--- src/rtl/vga_timing_pkg.sv ---
// rtl/vga_timing_pkg.sv - video mode table and derived timing constants for vga_timing_multimode
package vga_timing_pkg;

   typedef struct packed {
      logic [11:0] h_active;
      logic [11:0] h_fp;
      logic [11:0] h_sync;
      logic [11:0] h_bp;
      logic [10:0] v_active;
      logic [10:0] v_fp;
      logic [10:0] v_sync;
      logic [10:0] v_bp;
      logic        hpol;
      logic        vpol;
      logic [11:0] bar_w;
   } mode_t;

   typedef struct packed {
      logic [11:0] h_total;
      logic [11:0] hs_start;
      logic [11:0] hs_end;
      logic [11:0] h_last;
      logic [11:0] bar_last;
      logic [10:0] v_total;
      logic [10:0] vs_start;
      logic [10:0] vs_end;
      logic [10:0] v_last;
   } timing_t;

   // 0:640x480 1:800x600 2:1280x720 3:1920x1080@30 (polarity 1 = active high)
   localparam mode_t MODES [4] = '{
      '{12'd640,  12'd16, 12'd96,  12'd48,  11'd480,  11'd10, 11'd2, 11'd33, 1'b0, 1'b0, 12'd80},
      '{12'd800,  12'd40, 12'd128, 12'd88,  11'd600,  11'd1,  11'd4, 11'd23, 1'b1, 1'b1, 12'd100},
      '{12'd1280, 12'd82, 12'd80,  12'd216, 11'd720,  11'd3,  11'd5, 11'd22, 1'b1, 1'b1, 12'd160},
      '{12'd1920, 12'd88, 12'd44,  12'd148, 11'd1080, 11'd4,  11'd5, 11'd36, 1'b1, 1'b1, 12'd240}
   };

   function automatic timing_t derive(mode_t m);
      timing_t t;
      t.hs_start = m.h_active + m.h_fp;
      t.hs_end   = t.hs_start + m.h_sync;
      t.h_total  = t.hs_end + m.h_bp;
      t.h_last   = t.h_total - 12'd1;
      t.bar_last = m.bar_w - 12'd1;
      t.vs_start = m.v_active + m.v_fp;
      t.vs_end   = t.vs_start + m.v_sync;
      t.v_total  = t.vs_end + m.v_bp;
      t.v_last   = t.v_total - 11'd1;
      return t;
   endfunction

   // Totals: 800x525, 1056x628, 1658x750, 2200x1125
   localparam timing_t TIMING [4] = '{
      derive(MODES[0]), derive(MODES[1]), derive(MODES[2]), derive(MODES[3])
   };

endpackage

--- src/rtl/vga_axis_counter.sv ---
// rtl/vga_axis_counter.sv - wrap counter with runtime limit, used for both screen axes
module vga_axis_counter #(
   parameter int C_bits = 12
) (
   input  logic              clk,
   input  logic              rst_n,
   input  logic              clr,
   input  logic              inc,
   input  logic [C_bits-1:0] limit,
   output logic [C_bits-1:0] count,
   output logic              wrap
);

   assign wrap = (count == limit);

   always_ff @(posedge clk or negedge rst_n) begin
      if (!rst_n)
         count <= '0;
      else if (clr)
         count <= '0;
      else if (inc)
         count <= wrap ? '0 : count + 1'b1;
   end

endmodule

--- src/rtl/vga_timing_multimode.sv ---
// rtl/vga_timing_multimode.sv - multi-mode VGA timing generator, mode switch at frame boundary
// Optional colour bars when VGA_TEST_PICTURE_EN is defined.
module vga_timing_multimode
   import vga_timing_pkg::*;
#(
   parameter int C_modes        = 4,
   parameter int C_default_mode = 2,
   parameter int C_bits_x       = 12,
   parameter int C_bits_y       = 11
) (
   input  logic                clk_pixel,
   input  logic                rst_n,
   input  logic                enable,
   input  logic [1:0]          mode_req,
   output logic [1:0]          mode_active,
   output logic                mode_ack,
   output logic                mode_err,
   output logic [C_bits_x-1:0] out_x,
   output logic [C_bits_y-1:0] out_y,
   output logic                vga_hsync,
   output logic                vga_vsync,
   output logic                vga_blank,
   output logic                frame_start,
   output logic [7:0]          vga_r,
   output logic [7:0]          vga_g,
   output logic [7:0]          vga_b
);

   localparam logic [1:0] DEF_MODE = 2'(C_default_mode);
   localparam logic [2:0] MODE_LIM = 3'(C_modes);

   logic [1:0]          mode_cur, pend_mode, req_q, mode_nxt, pend_mode_nxt;
   logic                pend_valid, pend_valid_nxt, ack_pend, apply, req_bad;
   logic [C_bits_x-1:0] x;
   logic [C_bits_y-1:0] y;
   logic                x_wrap, y_wrap, hs_on, vs_on, active;

   vga_axis_counter #(.C_bits(C_bits_x)) u_x_cnt (
      .clk   (clk_pixel),
      .rst_n (rst_n),
      .clr   (!enable),
      .inc   (1'b1),
      .limit (C_bits_x'(TIMING[mode_cur].h_last)),
      .count (x),
      .wrap  (x_wrap)
   );

   vga_axis_counter #(.C_bits(C_bits_y)) u_y_cnt (
      .clk   (clk_pixel),
      .rst_n (rst_n),
      .clr   (!enable),
      .inc   (x_wrap),
      .limit (C_bits_y'(TIMING[mode_cur].v_last)),
      .count (y),
      .wrap  (y_wrap)
   );

   // Pending request is compared against the mode in force after this cycle's switch.
   always_comb begin
      req_bad        = ({1'b0, mode_req} >= MODE_LIM);
      apply          = pend_valid && (!enable || (x_wrap && y_wrap));
      mode_nxt       = apply ? pend_mode : mode_cur;
      pend_valid_nxt = pend_valid && !apply;
      pend_mode_nxt  = pend_mode;
      if (!req_bad) begin
         pend_valid_nxt = (mode_req != mode_nxt);
         pend_mode_nxt  = mode_req;
      end
   end

   always_ff @(posedge clk_pixel or negedge rst_n) begin
      if (!rst_n) begin
         mode_cur   <= DEF_MODE;
         pend_mode  <= DEF_MODE;
         pend_valid <= 1'b0;
         req_q      <= DEF_MODE;
         ack_pend   <= 1'b0;
      end else begin
         mode_cur   <= mode_nxt;
         pend_mode  <= pend_mode_nxt;
         pend_valid <= pend_valid_nxt;
         req_q      <= mode_req;
         if (apply)
            ack_pend <= 1'b1;
         else if (enable)
            ack_pend <= 1'b0;
      end
   end

   always_comb begin
      hs_on  = (x >= C_bits_x'(TIMING[mode_cur].hs_start)) && (x < C_bits_x'(TIMING[mode_cur].hs_end));
      vs_on  = (y >= C_bits_y'(TIMING[mode_cur].vs_start)) && (y < C_bits_y'(TIMING[mode_cur].vs_end));
      active = (x < C_bits_x'(MODES[mode_cur].h_active)) && (y < C_bits_y'(MODES[mode_cur].v_active));
   end

   always_ff @(posedge clk_pixel or negedge rst_n) begin
      if (!rst_n) begin
         mode_active <= DEF_MODE;
         mode_ack    <= 1'b0;
         mode_err    <= 1'b0;
         frame_start <= 1'b0;
         out_x       <= '0;
         out_y       <= '0;
         vga_blank   <= 1'b1;
         vga_hsync   <= ~MODES[C_default_mode].hpol;
         vga_vsync   <= ~MODES[C_default_mode].vpol;
      end else begin
         mode_active <= mode_cur;
         mode_ack    <= enable && ack_pend;
         mode_err    <= req_bad && (mode_req != req_q);
         frame_start <= enable && (x == '0) && (y == '0);
         out_x       <= enable ? x : '0;
         out_y       <= enable ? y : '0;
         vga_blank   <= !(enable && active);
         vga_hsync   <= (enable && hs_on) ? MODES[mode_cur].hpol : ~MODES[mode_cur].hpol;
         vga_vsync   <= (enable && vs_on) ? MODES[mode_cur].vpol : ~MODES[mode_cur].vpol;
      end
   end

`ifdef VGA_TEST_PICTURE_EN
   logic [C_bits_x-1:0] bar_cnt;
   logic [2:0]          bar_idx;

   // Bar position tracks the x counter, so colour shares the 1-cycle output latency.
   always_ff @(posedge clk_pixel or negedge rst_n) begin
      if (!rst_n) begin
         bar_cnt <= '0;
         bar_idx <= '0;
      end else if (!enable || x_wrap) begin
         bar_cnt <= '0;
         bar_idx <= '0;
      end else if (bar_cnt == C_bits_x'(TIMING[mode_cur].bar_last)) begin
         bar_cnt <= '0;
         bar_idx <= bar_idx + 3'd1;
      end else begin
         bar_cnt <= bar_cnt + 1'b1;
      end
   end

   always_ff @(posedge clk_pixel or negedge rst_n) begin
      if (!rst_n)
         {vga_r, vga_g, vga_b} <= '0;
      else if (enable && active)
         {vga_r, vga_g, vga_b} <= {{8{~bar_idx[1]}}, {8{~bar_idx[2]}}, {8{~bar_idx[0]}}};
      else
         {vga_r, vga_g, vga_b} <= '0;
   end
`else
   assign vga_r = '0;
   assign vga_g = '0;
   assign vga_b = '0;
`endif

endmodule
--- config.mk ---
export PLATFORM = sky130hd
export DESIGN_NAME = vga_timing_multimode
export DESIGN_NICKNAME = d
export VERILOG_FILES = /design/src/rtl/vga_timing_pkg.sv /design/src/rtl/vga_axis_counter.sv /design/src/rtl/vga_timing_multimode.sv
export SDC_FILE = /design/constraint.sdc
export NUM_CORES = 1
export LEC_CHECK = 0
export ABC_AREA = 1
export ABC_CLOCK_PERIOD_IN_PS = 3400
export CAP_MARGIN = 15
export CORE_UTILIZATION = 35
export CTS_CLUSTER_DIAMETER = 30
export DETAILED_ROUTE_END_ITERATION = 10
export PLACE_DENSITY = 0.53
export SYNTH_ARGS = -nofsm -noshare
export SYNTH_HDL_FRONTEND = slang
export SYNTH_HIERARCHICAL = 1
export SYNTH_SLANG_ARGS = --single-unit
--- constraint.sdc ---
create_clock -name clk_pixel -period 3.4 [get_ports clk_pixel]
set_clock_uncertainty 0.2 [all_clocks]
set_input_delay 0.51 -clock clk_pixel [delete_from_list [all_inputs] [get_ports clk_pixel]]
set_output_delay 0.51 -clock clk_pixel [all_outputs]
set_load 0.005 [all_outputs]
==> summary.md <==
| Metric | Value |
|---|---|
| Status | `complete, no violations` |
| Cells along the critical path | `inv_1, ha_1, nor2_2, inv_1, inv_1, nand2_1, nand2_1, nand2_1, nor2_2, nand3_4, inv_2, nand2_1, nand2_1, nand2_1, nor2_1, a21oi_1, xor2_1, or2_2` |
| Setup crit end kind | `register` |
| Hpwl dp | `8.217 mm` |
| DRC | `0` |
| Fmax | `320.8 MHz` |
| Clk Latency, worst-skew pair | `0.33 ns` |
| Startpoint types | `register` |
| Antenna cells | `0` |
| Critical path buffers and inverters | `4` |
| Worst-margin pin slew | `0.6108 ns` |
| Post-CTS Setup Bufs | `0` |
| Final wirelength | `11.03 mm` |
| PortBufs | `34` |
| Via count | `3731` |
| Mapped cell area | `4384 um^2` |
| Pwr/cell area | `523.2 nW/um^2` |
| Die Wd | `113.9 um` |
| Final Hold Fails | `0` |
| Kind of critical path | `register to register` |
| Max-slew violation count | `0` |
| DR pass1 iterations | `4` |
| Crit path launch | `mode_cur[1]` |
| #FFs+latches synth | `59` |
| Total grt overflow | `0` |
| CP endpoint | `pend_valid` |
| Vias in the first global route | `3492` |
| Layout area overhead | `18.72%` |
| Pin count of the biggest net entering global routing | `46` |
| GRT Overall Usage | `0.1803` |
| YS warnings | `6` |
| Sink Count | `59` |
| Peak supply drop | `0.2375 mV` |
| CTS Buf Count | `9` |
| I/O pin count | `60` |
| First-pass GRT wire length | `17.67 mm` |
| Clk slew on worst S/H paths | `0.05 ns` |
| Crit path max-delay family | `simple AND/OR/NAND/NOR gates` |
| Gp weighted congestion | `0.9262` |
| Worst reg2reg setup slack | `0.28 ns` |
| Hold Crit Depth | `0` |
| Share of cells above drive strength 1 | `0.1409` |
| R2r endpoint | `pend_valid` |
| Worst Hold Class | `register to register` |
| Worst R2R Start | `mode_cur[1]` |
| Cells on worst reg2reg path | `18` |
| Initial antenna violation count | `0` |
| Clock root buffer master | `clkbuf_16` |
| H-tree Lvls | `3` |
| Starting Density | `0.3620` |
| Drt initial violations | `204` |
| Mapped Cells | `605` |
| Routed Antenna Nets | `0` |
| Crit share post-route | `0.9168` |
| Levels on crit path | `18` |
| Via/cell ratio | `4.506` |
| Drt wl/cell | `13.32 um` |
| Netlist cell types | `42` |
| Fin crit period | `3.117 ns` |
| Core area | `12110 um^2` |
| Post-synthesis area per instance | `7.247 um^2` |
| Core Rows | `40` |
| Largest stage delay, worst path | `0.62 ns` |
| Critical Path RT | `3.41 ns` |
| Die area | `12980 um^2` |
| Total power | `2.723 mW` |
| CP Max Fanout | `9` |
| Critical path data arrival time | `3.13 ns` |
| RSZ-0062 raised after global routing | `no` |
| Die height | `113.9 um` |
| Clock buffer depth | `2` |
| Post-synthesis sequential area ratio | `0.3379` |
| Worst relative slew slack | `0.5928` |
| Final Setup Violations | `0` |
| Slowest stage cell on the critical path | `dfstp_2` |
| Final nets | `685` |
| Leakage | `2.750 nW` |
| Max-cap viol count | `0` |
| Crit path top cell by count | `nand2_1` |
| CTS tree | `yes` |
| Final setup TNS | `0 ns` |
-- metrics by stage --
step	hold WS, ns	setup WS [ns]	std cells	cell area, um^2	utilization
after floorplan	0.01441	0.4604	634	4493	-
after global placement	0.2293	0.2782	811	4853	0.4007
after detailed placement	0.2283	0.1300	811	4853	0.4007
after CTS	0.2113	0.09753	826	5167	0.4267
after global routing	0.2477	0.07080	828	5205	0.4298
final	0.2330	0.2830	828	5205	0.4298
-- state kept, by name, indices dropped and copies added (netlist names) --
signal and cells:
ack_pend 1, frame_start 1, mode_ack 1, mode_active 2, mode_cur 2, out_x 12
out_y 11, pend_mode 2, pend_valid 1, u_x_cnt/count 12, u_y_cnt/count 11, vga_blank 1
vga_hsync 1, vga_vsync 1
-- layout make-up --
type / instances / area (um^2)
fill: 1256 / 6907
clock inverter: 1 / 30.03
sequential: 59 / 1481
multi-input combinational: 440 / 2392
inverter: 103 / 389.1
timing repair buffer: 43 / 417.9
tap: 168 / 210.2
clock buffer: 14 / 284.0
-- worst min-delay path by stage --
stage,from,end
CTS,rst_n,u_x_cnt/count[6]
floorplan,rst_n,ack_pend
finish,mode_cur[1],mode_active[1]
detailed placement,mode_cur[1],mode_active[1]
global route,mode_cur[1],mode_active[1]
global placement,mode_cur[1],mode_active[1]
-- kinds of logic after synthesis --
| kind of cell | count (synthesis) | synth area share |
|---|---|---|
| other | 2 | 0.001713 |
| XOR/XNOR | 26 | 0.05194 |
| buffers and inverters | 135 | 0.1430 |
| AND/OR/NAND/NOR | 317 | 0.3333 |
| adder cells (fa/ha/maj) | 24 | 0.06849 |
| AO/OA/AOI/OAI | 42 | 0.06364 |
| flip-flops | 59 | 0.3379 |
-- layout by cell type, fill, tap and decap left out, types with 2 or more instances in the layout --
cell	netlist	final
conb_1	2	31
nand3_2	3	3
ha_2	0	3
inv_1	94	93
inv_2	7	8
nand2_1	195	195
a21oi_1	10	10
nor3_2	2	2
nand2_2	12	12
nand4_1	10	10
ha_1	24	21
nor2_2	12	12
o21ai_1	7	7
dfrtp_1	55	55
buf_4	27	7
nor2_1	33	33
clkbuf_16	0	9
nand3_1	26	26
o21ai_2	5	5
nor4_1	5	5
nor2_4	5	5
nand3_4	2	2
or2_2	3	3
xor2_1	15	15
nand3b_1	3	3
xnor2_1	11	11
clkdlybuf4s50_1	0	33
a21oi_2	6	6
clkbuf_8	0	4
nor3_1	3	3
o21ai_0	8	8
dfstp_2	4	4
-- power breakdown --
part	switching [mW]	internal, mW	total, mW
registers	0.0538	0.762	0.816
clock network	0.296	0.642	0.938
logic	0.625	0.344	0.970
-- worst reg2reg max path, cell delays in order (launching register included) --
cell and delay, ns:
dfstp_2 0.62, inv_1 0.15, ha_1 0.24, nor2_2 0.15
inv_1 0.11, inv_1 0.06, nand2_1 0.04, nand2_1 0.05
nand2_1 0.06, nor2_2 0.13, nand3_4 0.12, inv_2 0.13
nand2_1 0.09, nand2_1 0.07, nand2_1 0.12, nor2_1 0.12
a21oi_1 0.07, xor2_1 0.16, or2_2 0.29
-- synth_stat cells (all sizes together) --
master  count  area share
nand2     208        0.19
nand3b      3      0.0051
o21a        1      0.0017
and3        1      0.0014
buf        30       0.053
a211oi      1      0.0017
xor2       15       0.030
nor4        5      0.0071
nor3        6       0.012
inv       102       0.088
a21oi      17       0.027
dfstp       4       0.024
nand3      31       0.045
o21bai      1      0.0026
o31ai       1      0.0017
nand4      10       0.014
a21boi      1      0.0017
clkinv      1     0.00086
nor2       50       0.058
xnor2      11       0.022
dfrtp      55        0.31
conb        2      0.0017
ha         24       0.068
clkbuf      2      0.0017
or2         3      0.0043
o21ai      20       0.027
-- timing repair --
item	in CTS	in global routing
hold buffers	0	1
endpoints found under the hold margin	0	16
resized for setup	0	4
setup endpoints to repair	0	1
-- metal layers --
metal | share of wire | track usage
met1 | 0.46 | 0.2300
met2 | 0.47 | 0.2873
met3 | 0.047 | 0.04145
met4 | 0.026 | 0.08745
met5 | 0 | 0
No activity file was read; power rests on OpenSTA's default activity.
